<file path="config.mk">
export PLATFORM = sky130hd
export DESIGN_NAME = gpio_scan_ctrl
export DESIGN_NICKNAME = d
export VERILOG_FILES = /design/src/rtl/gpio_scan_ctrl.sv
export SDC_FILE = /design/constraint.sdc
export NUM_CORES = 1
export LEC_CHECK = 0
export CORE_ASPECT_RATIO = 1.2
export CORE_MARGIN = 1
export CORE_UTILIZATION = 35
export CTS_CLUSTER_DIAMETER = 60
export DETAILED_ROUTE_END_ITERATION = 8
export PLACE_DENSITY = 0.59
export SLEW_MARGIN = 20
export SYNTH_ARGS = -nofsm -noshare
export SYNTH_HDL_FRONTEND = slang
export SYNTH_SLANG_ARGS = --single-unit
</file>
<file path="constraint.sdc">
create_clock -name clk -period 6.5 [get_ports clk]
set_clock_uncertainty 0.1 [all_clocks]
set_input_delay 1.3 -clock clk [delete_from_list [all_inputs] [get_ports clk]]
set_output_delay 1.3 -clock clk [all_outputs]
set_load 0.01 [all_outputs]
</file>
<file path="src/rtl/gpio_scan_ctrl.sv">
// GPIO scan-chain responder: shifts in a command packet, drives the SRAM test port, captures and shifts back read data.
// Optional feature macro SCAN_BITCOUNT_EN: access is refused (short_pkt) until a full packet has been shifted in.
module gpio_scan_ctrl #(
   parameter int SEL_WIDTH   = 4,
   parameter int ADDR_WIDTH  = 16,
   parameter int DATA_WIDTH  = 32,
   parameter int WMASK_WIDTH = 4
) (
   input  logic                   clk,
   input  logic                   reset,
   input  logic                   scan_en,
   input  logic                   scan_in,
   input  logic                   sram_load,
   input  logic                   global_csb,
   input  logic [DATA_WIDTH-1:0]  dout0_i,
   input  logic [DATA_WIDTH-1:0]  dout1_i,
   output logic                   scan_out,
   output logic [SEL_WIDTH-1:0]   sram_sel,
   output logic                   csb0,
   output logic                   web0,
   output logic [WMASK_WIDTH-1:0] wmask0,
   output logic [ADDR_WIDTH-1:0]  addr0,
   output logic [DATA_WIDTH-1:0]  din0,
   output logic                   csb1,
   output logic                   web1,
   output logic [WMASK_WIDTH-1:0] wmask1,
   output logic [ADDR_WIDTH-1:0]  addr1,
   output logic [DATA_WIDTH-1:0]  din1,
   output logic                   short_pkt
);
   localparam int PKT_WIDTH = SEL_WIDTH + 2*(ADDR_WIDTH+DATA_WIDTH+2+WMASK_WIDTH);
   // Field LSB positions, MSB-first layout: sel, port 0 group, port 1 group
   localparam int SEL_LSB = PKT_WIDTH - SEL_WIDTH;
   localparam int A0_LSB  = SEL_LSB - ADDR_WIDTH;
   localparam int D0_LSB  = A0_LSB - DATA_WIDTH;
   localparam int CSB0_B  = D0_LSB - 1;
   localparam int WEB0_B  = D0_LSB - 2;
   localparam int M0_LSB  = WEB0_B - WMASK_WIDTH;
   localparam int A1_LSB  = M0_LSB - ADDR_WIDTH;
   localparam int D1_LSB  = A1_LSB - DATA_WIDTH;
   localparam int CSB1_B  = D1_LSB - 1;
   localparam int WEB1_B  = D1_LSB - 2;

   typedef enum logic [2:0] {S_IDLE, S_SHIFT, S_ACCESS, S_CAPTURE, S_LOADED} state_t;

   state_t                  state_q, state_d;
   logic [PKT_WIDTH-1:0]    pkt_q, pkt_d;
   logic [DATA_WIDTH-1:0]   dout0_q, dout0_d, dout1_q, dout1_d;
   logic                    block;

`ifdef SCAN_BITCOUNT_EN
   localparam int CNT_W = $clog2(PKT_WIDTH+1);
   localparam logic [CNT_W-1:0] CNT_FULL = CNT_W'(PKT_WIDTH);
   logic [CNT_W-1:0] cnt_q, cnt_d;
   logic             scan_en_q, short_q, short_d, cnt_short;

   assign cnt_short = (cnt_q < CNT_FULL);
   assign block     = scan_en | cnt_short;
   assign short_pkt = short_q;
`else
   assign block     = scan_en;
   assign short_pkt = 1'b0;
`endif

   always_comb begin
      state_d = state_q;
      pkt_d   = pkt_q;
      dout0_d = dout0_q;
      dout1_d = dout1_q;
`ifdef SCAN_BITCOUNT_EN
      cnt_d   = cnt_q;
      short_d = short_q | (!global_csb && !scan_en && cnt_short);
      // Counter restarts with each new burst of scan_en so stale partial packets never count
      if (scan_en) cnt_d = !scan_en_q ? CNT_W'(1) : (cnt_short ? cnt_q + 1'b1 : cnt_q);
`endif
      if (scan_en) pkt_d = {pkt_q[PKT_WIDTH-2:0], scan_in};
      case (state_q)
         S_IDLE: begin
            if (scan_en) state_d = S_SHIFT;
            else if (sram_load) begin
               state_d = S_LOADED;
               pkt_d[D0_LSB +: DATA_WIDTH] = dout0_q;
               pkt_d[D1_LSB +: DATA_WIDTH] = dout1_q;
`ifdef SCAN_BITCOUNT_EN
               cnt_d = CNT_FULL;
`endif
            end
            else if (!global_csb && !block) state_d = S_ACCESS;
         end
         S_SHIFT:   if (!scan_en) state_d = S_IDLE;
         // SRAM sampled on the edge entering ACCESS; its read data is valid now
         S_ACCESS: begin
            state_d = S_CAPTURE;
            dout0_d = dout0_i;
            dout1_d = dout1_i;
         end
         S_CAPTURE: state_d = S_IDLE;
         S_LOADED:  if (scan_en) state_d = S_SHIFT;
         default:   state_d = S_IDLE;
      endcase
   end

   always_ff @(posedge clk or posedge reset) begin
      if (reset) begin
         state_q   <= S_IDLE;
         pkt_q     <= '0;
         dout0_q   <= '0;
         dout1_q   <= '0;
`ifdef SCAN_BITCOUNT_EN
         cnt_q     <= '0;
         scan_en_q <= 1'b0;
         short_q   <= 1'b0;
`endif
      end else begin
         state_q   <= state_d;
         pkt_q     <= pkt_d;
         dout0_q   <= dout0_d;
         dout1_q   <= dout1_d;
`ifdef SCAN_BITCOUNT_EN
         cnt_q     <= cnt_d;
         scan_en_q <= scan_en;
         short_q   <= short_d;
`endif
      end
   end

   assign scan_out = pkt_q[PKT_WIDTH-1];
   assign sram_sel = pkt_q[SEL_LSB +: SEL_WIDTH];
   assign addr0    = pkt_q[A0_LSB +: ADDR_WIDTH];
   assign din0     = pkt_q[D0_LSB +: DATA_WIDTH];
   assign web0     = pkt_q[WEB0_B];
   assign wmask0   = pkt_q[M0_LSB +: WMASK_WIDTH];
   assign addr1    = pkt_q[A1_LSB +: ADDR_WIDTH];
   assign din1     = pkt_q[D1_LSB +: DATA_WIDTH];
   assign web1     = pkt_q[WEB1_B];
   assign wmask1   = pkt_q[0 +: WMASK_WIDTH];
   // Chip-select is combinational in global_csb so the macro samples in the strobe cycle
   assign csb0     = pkt_q[CSB0_B] | global_csb | block | reset;
   assign csb1     = pkt_q[CSB1_B] | global_csb | block | reset;
endmodule
</file>
Word level (Yosys, flattened, before mapping)
Index checks and enable logic that the tools add are counted.
{"block": "totals", "ff_bits": 179, "word_cells": 35, "input_bits": 70, "out_inout_bits": 114}
{"block": "classes", "bitwise_logic": 6, "eq_ne": 6, "mux": 13, "n_reduce_logical": 5}
{"op": "32-bit 2-to-1 mux", "count": 6}
{"op": "92-bit 2-to-1 mux", "count": 1}
{"op": "3-bit 2-to-1 mux", "count": 5}
{"op": "3-bit one-hot mux with 4 select lines", "count": 1}
{"op": "1-bit OR", "count": 6}
{"op": "2-bit != test, second input constant", "count": 2}
{"op": "4-bit != test, second input constant", "count": 1}
{"op": "3-bit by 1-bit == test with 1-bit output, second input constant", "count": 1}
{"op": "3-bit by 2-bit == test with 1-bit output, second input constant", "count": 1}
{"op": "3-bit == test, second input constant", "count": 1}
{"op": "3-bit zero test", "count": 1}
{"op": "3-bit AND reduction", "count": 1}
{"op": "1-bit zero test", "count": 2}
{"op": "1-bit logical AND", "count": 1}

Depth between registers and ports, before layout
{"block": "logic_depth", "depth_word": 6, "ltp_mapped": 5, "mapped_depth_nobuf": 3}

Least setup slack after synthesis
Ideal clock, no wire load.
{"block": "synth_path", "path_type": "input -> output", "startpoint": "input port scan_en", "endpoint": "output port csb0", "n_path_buf": 2, "t_required_ns": 5.100, "cell_stages": 3, "path_slack_ns": 2.925, "arrival_time_ns": 2.175, "cell_sequence": "buf_2 > buf_2 > or4_1"}
{"block": "synth_via", "elab_chain_cells": 2}
{"element": "start, declared", "line_no": "11", "text": "input logic scan_en,"}
{"element": "1-bit OR (2 in series)", "line_no": "138", "text": "assign csb0 = pkt_q[CSB0_B] | global_csb | block | reset;"}
{"element": "end, declared", "line_no": "19", "text": "output logic csb0,"}
No other way between the ends.

Worst setup path after layout
{"block": "layout_path", "startpoint": "input port global_csb", "endpoint": "output port csb1"}
{"block": "layout_via", "elab_chain_cells": 3}
{"element": "start, declared", "line_no": "14", "text": "input logic global_csb,"}
{"element": "1-bit OR (3 in series)", "line_no": "139", "text": "assign csb1 = pkt_q[CSB1_B] | global_csb | block | reset;"}
{"element": "end, declared", "line_no": "24", "text": "output logic csb1,"}
No other way between the ends.

==> metrics.md <==
| Metric | Value |
|---|---|
| Cell types occupying the most area after synthesis | sky130_fd_sc_hd__dfrtp_1 (53%), sky130_fd_sc_hd__mux2_2 (24%), sky130_fd_sc_hd__mux2_4 (11%), sky130_fd_sc_hd__buf_4 (10%), sky130_fd_sc_hd__buf_2 (0.82%) |
| PostCTS Resize Cnt | 0 |
| DRC Markers | 0 |
| FFs w/ async S/R, synth | 100.0% |
| Layout Cell Area excl Fill | 10340 um2 |
| Portion of the post-synthesis area used by sequential elements | 52.66% |
| Category of the critical setup timing path | primary input to output pin |
| Leakage power figure | 4.562 nW |
| Total core area | 23890 um2 |
| Final total power | 4.715 mW |
| Slowest cell on the critical path | sky130_fd_sc_hd__clkdlybuf4s50_1 |
| Power per standard cell area | 455.8 nW/um2 |
| Initial DRT Pass Iterations | 4 |
| Sum of overflow across all layers after global routing | 0 |
| Period utilization | 64.82% |
| Yosys top cell area share | 52.66% |
| Setup WS post-layout | 2.287 ns |
| Share of cells above drive strength 1 | 43.19% |
| Clock sink count | 179 |
| Number of levels in the clock H-tree | 4 |
| Cell area after synthesis | 8506 um2 |
| Area growth syn-to-layout | 21.61% |
| IO Pins | 184 |
| CTS tree | yes |
| Total of flip-flops plus latches after synthesis | 179 |
| Most common cell in the synthesized netlist | sky130_fd_sc_hd__mux2_2 |
| Highest metal used | met5 |
| Flip-flop cell with the highest count after synthesis | sky130_fd_sc_hd__dfrtp_1 |
| Count of synthesis-stage warnings from yosys | 0 |
| Die Y-Extent | 172.8 um |
| Delay of the slowest critical-path stage | 0.51 ns |
| Worst-Margin Slew | 0.9663 ns |
| Max Root-Sink Buffers | 2 |
| Detailed Place HPWL | 10860 um |
| Commonest cells post-synth | sky130_fd_sc_hd__mux2_2 (180), sky130_fd_sc_hd__dfrtp_1 (179), sky130_fd_sc_hd__buf_4 (115) |
| RSZ-0062 raised after global routing | no |
| Clock Root Buffer | sky130_fd_sc_hd__clkbuf_16 |
| Routed wire length | 16200 um |
| Met1 wire length | 6788 um |
| Max-slew violation total from the final report | 0 |
| Number of vias after detailed routing | 4369 |
| Routed length on met3 | 823 um |
| Number of buffers added by the clock tree synthesis step | 17 |
| Vias per std cell | 4.490 |
| Initial detailed-routing violation count | 105 |
| Setup TNS after final layout | 0 ns |
| Number of flops mapped to enable cells by yosys | 0 |
| Die X | 144.3 um |
| Synthesized instance count | 569 |
| Fillcell total | 2212 |
| Detailed route wirelength on metal2 | 8421 um |
| Clk_lat worst skew | 0.42 ns |
| Overall die area | 24930 um2 |
| Crit path time final | 4.213 ns |
| Required arrival time at the worst endpoint | 5.10 ns |
| Peak supply drop | 0.0001662 V |
| Maximum capacitance violations | 0 |
| Clock transition at the registers of the reported paths | 0.07 ns |
| Type of destination of the critical path | output pin |
| Achievable frequency | 237.4 MHz |
| Final Setup Violations | 0 |
| Class of the tightest hold or removal check | flip-flop to flip-flop |
| Number of antenna violations at the first check in global routing | 1 |
| Critical-path cell list | clkdlybuf4s50_1 > or4_1 > clkdlybuf4s50_1 |
| Mean instance size in the synthesized netlist | 14.95 um2 |
| Worst path arrival time | 2.81 ns |
| Diodes inserted | 0 |
| Relative slew margins | 35.58% |
| First-pass GRT wire length | 26020 um |
| Maximum fanout along the worst path | 3 |
| All-layer global routing usage | 13.57% |
| Starting utilization of the core area | 35.60% |
| Number of buffers inserted by port buffering | 182 |
| Final-stage net count | 710 |
| Library cell appearing most often on the critical path | sky130_fd_sc_hd__clkdlybuf4s50_1 |
| Tightest hold margin | 0.3967 ns |
| Endpoints failing hold | 0 |
| Number of nets produced by synthesis | 639 |
| Leading area contributor after synthesis | sky130_fd_sc_hd__dfrtp_1 |
| Number of buffers added to fix hold violations after cts | 0 |
| Startpoint type of the worst setup path | primary input |
| Vias in the first global route | 4681 |
| Std-Cell Rows | 62 |
| Run status | completed |
| Count of nets left with antenna violations after detail routing | 0 |
| Post-CTS setup buffer count | 0 |
| GPL Wtd Cong | 0.7182 |
| Pin count of the biggest net entering global routing | 139 |
| Worst slack at placement | 2.267 ns |
| Library cells used by synthesis | 18 |
| DP Area | 9783 um2 |
| Routed length per placed instance | 16.65 um |
## sequential cells by signal (all words and copies together) (netlist names)
register,count
dout1_q,32
dout0_q,32
state_q,3
pkt_q,112
## logic make-up after synthesis
group | synth area share, %
DFF | 52.66
muxes | 34.42
buffers and inverters | 11.86
other | 0.04409
AOI/OAI and AO/OA | 0.2501
and+or+nand+nor | 0.7649
## cell type report
type / instances / area (um2) / area share, %
clock buffer: 19 / 442.9 / 4.282
tap: 320 / 400.4 / 3.871
inverter: 2 / 15.01 / 0.1452
multi-input combinational: 253 / 3024 / 29.24
sequential: 179 / 4479 / 43.30
clock inverter: 13 / 117.6 / 1.137
timing repair buffer: 187 / 1864 / 18.02
## metrics by stage
| stage | utilization [%] | cells |
|---|---|---|
| after CTS | 43.29 | 973 |
| final | 43.29 | 973 |
| after floorplan | - | 569 |
| after global placement | 40.88 | 940 |
| after detailed placement | 40.95 | 941 |
| after global routing | 43.29 | 973 |
## where the power goes
| part | total, mW | internal, mW | switching [mW] |
|---|---|---|---|
| clock network | 0.981 | 0.516 | 0.466 |
| logic | 1.75 | 1.21 | 0.539 |
| registers | 1.98 | 1.63 | 0.349 |
| total | 4.71 | 3.36 | 1.35 |
## cells in the final DEF (no fill, tap or decap)
master and instances:
sky130_fd_sc_hd__conb_1 1, sky130_fd_sc_hd__nor3_4 1, sky130_fd_sc_hd__nor2_1 2, sky130_fd_sc_hd__clkbuf_8 1
sky130_fd_sc_hd__o21a_1 1, sky130_fd_sc_hd__mux2_2 180, sky130_fd_sc_hd__mux2_4 60, sky130_fd_sc_hd__inv_8 4
sky130_fd_sc_hd__clkinv_4 2, sky130_fd_sc_hd__buf_4 5, sky130_fd_sc_hd__dfrtp_1 179, sky130_fd_sc_hd__buf_8 1
sky130_fd_sc_hd__nor3_1 1, sky130_fd_sc_hd__clkdlybuf4s50_1 181, sky130_fd_sc_hd__nand2_1 1, sky130_fd_sc_hd__clkbuf_1 1
sky130_fd_sc_hd__nor2_2 1, sky130_fd_sc_hd__a31o_2 1, sky130_fd_sc_hd__inv_6 5, sky130_fd_sc_hd__o21ai_0 1
sky130_fd_sc_hd__inv_1 1, sky130_fd_sc_hd__or4_1 2, sky130_fd_sc_hd__clkinvlp_4 3, sky130_fd_sc_hd__clkbuf_16 17
sky130_fd_sc_hd__nand3_4 1
## worst max-delay path, delay by kind of cell
family        cells  cell delay (ns)
simple gates      1             0.50
buf+inv           2             1.00
## worst paths after layout
kind / slack [ns] / end / depth (start not counted) / startpoint
max in group asynchronous: 3.72 / dout0_q[20]$_DFFE_PP0N_ / 3 / reset
worst max register to register: 3.97 / pkt_q[30]$_DFF_PP0_ / 4 / state_q[0]$_DFFE_PP0P_
worst max-delay path: 2.29 / csb1 / 3 / global_csb
worst min register to register: 0.40 / pkt_q[32]$_DFF_PP0_ / 1 / dout1_q[26]$_DFFE_PP0N_
min in group asynchronous: 1.45 / pkt_q[50]$_DFFE_PP0P_ / 2 / reset
worst min-delay path: 0.40 / pkt_q[32]$_DFF_PP0_ / 1 / dout1_q[26]$_DFFE_PP0N_
## layer usage
metal,GRT usage (%),up-vias
li1,-,2019
met3,3.434,10
met1,16.55,2247
met5,0,-
met2,23.22,91
met4,4.167,2
No activity file was read; power rests on OpenSTA's default activity.
==> variant: new RTL, config.mk and constraints unchanged <==
Make the reset (`reset`) synchronous in one clocked block.
--- a/src/rtl/gpio_scan_ctrl.sv
+++ b/src/rtl/gpio_scan_ctrl.sv
@@ -100,7 +100,7 @@
       endcase
    end
 
-   always_ff @(posedge clk or posedge reset) begin
+   always_ff @(posedge clk) begin
       if (reset) begin
          state_q   <= S_IDLE;
          pkt_q     <= '0;
Formal check against the unedited RTL: differs if reset is asserted again (counterexample within 4 cycles, from zero or initial values and one cycle with reset high); with reset held inactive, the same outputs for 4 cycles.
==> variant against the unedited design <==
  * Design area is 6.3% lower
  * Sequential cell count stayed put
  * Synthesized area is 4.7% lower
  * Routed wire length is 6.2% higher
  * Worst setup slack better by 85 ps
  * Maximum frequency is 2.1% higher
  * Synthesized cell count is 50% higher
Power is not compared: it rests on default switching activity, and its combinational part moved more than twofold at a synthesized area within 25%.
==> variant: results <==
# TYPE chip_impl_metric gauge
chip_impl_metric{name="fillCellCount",unit=""} 2257
chip_impl_info{name="status",value="finished clean"} 1
chip_impl_metric{name="fraction_of_layout_instances_using_a_drive_strength_above_1",unit="%"} 11.8
chip_impl_metric{name="dr.first_iter.drc_count",unit=""} 191
chip_impl_metric{name="track_usage",unit="%"} 14.7
chip_impl_metric{name="wirelength",unit="µm"} 17200
chip_impl_info{name="synthTopCellsByArea",value="dfxtp_1, mux2i_1, buf_4"} 1
chip_impl_metric{name="synthArstFlopShare",unit="%"} 0
chip_impl_metric{name="detailed_route_via_count",unit=""} 5507
chip_impl_metric{name="nets_finish",unit=""} 960
chip_impl_metric{name="route.met2.wl",unit="µm"} 8260
chip_impl_metric{name="dpl.cell_count",unit=""} 1181
chip_impl_metric{name="grt_start_max_net_pins",unit=""} 75
chip_impl_metric{name="global_route.usage.met2",unit="%"} 24.7
chip_impl_metric{name="nNonClkBuffers",unit=""} 189
chip_impl_metric{name="critical_path_arrival",unit="ps"} 2730
chip_impl_metric{name="route.met3.wl",unit="µm"} 704
chip_impl_metric{name="n_all_inverters",unit=""} 0
chip_impl_metric{name="grt.met1_usage",unit="%"} 18.2
chip_impl_metric{name="grt_pass1_vias",unit=""} 5164
chip_impl_metric{name="final.clkbuf_count",unit=""} 20
chip_impl_metric{name="detailed_place.area",unit="µm²"} 9140
chip_impl_metric{name="grt_pass1_wl",unit="µm"} 27300
chip_impl_metric{name="place.gp.congestion",unit=""} 0.711
chip_impl_metric{name="vias_per_cell",unit=""} 4.54
chip_impl_metric{name="multiInputCombCellCount",unit=""} 503
chip_impl_metric{name="proportion_of_synthesized_chip_area_in_sequential_cells",unit="%"} 44.2
chip_impl_metric{name="multi_input_area_share",unit="%"} 34.0
chip_impl_metric{name="detailedPlacementHpwl",unit="µm"} 11400
chip_impl_metric{name="synthesized_nets",unit=""} 922
chip_impl_metric{name="area_growth_syn_to_layout",unit="%"} 19.6
chip_impl_info{name="synth_commonest_cells",value="dfxtp_1, nand2_1, nor2_1"} 1
chip_impl_metric{name="clk_share",unit="%"} 5.69
chip_impl_metric{name="routedLengthMet1",unit="µm"} 7920
chip_impl_metric{name="slew_headroom",unit="%"} 35.1
chip_impl_metric{name="seq_share",unit="%"} 37.0
chip_impl_metric{name="maximum_cell_stage_delay_along_the_critical_path",unit="ps"} 490
chip_impl_metric{name="layout.buffer.nonclock.area_share",unit="%"} 19.4
chip_impl_info{name="cp_slowest_cell",value="or4_1"} 1
==> variant: cell types whose count changed in the layout (fill, tap and decap cells not counted), sizes merged, moves of 2 or more <==
cell    unedited run  this run
mux2             240         0
dfrtp            179         0
dfxtp              0       179
nand2              1       130
mux2i              0       113
nor2               3       116
a21oi              0        66
a211oi             0        65
inv               10         4
buf                6         9
clkinv             2         5
nand3b             0         2
==> variant: path summary, 6_finish.rpt <==
check,endpoint,slack (ps),cells past startpoint,startpoint
setup / recovery,csb1,2370,3,global_csb
hold / removal,dout1_q[1],350,2,dout1_q[1]
setup reg to reg,pkt_q[18],4130,5,state_q[2]
hold reg to reg,dout1_q[1],350,2,dout1_q[1]
==> variant: cells by family after synthesis <==
kind of cell           synth area share (%)
and+or+nand+nor                        12.3
other                                0.0462
muxes                                  13.9
buffers and inverters                  15.3
DFF                                    44.2
AOI/OAI and AO/OA                      14.2
==> variant: worst min-delay path: stages (launching register included) <==
cell	delay, ps
dfxtp_1	310
nand2_1	50
a21oi_1	50
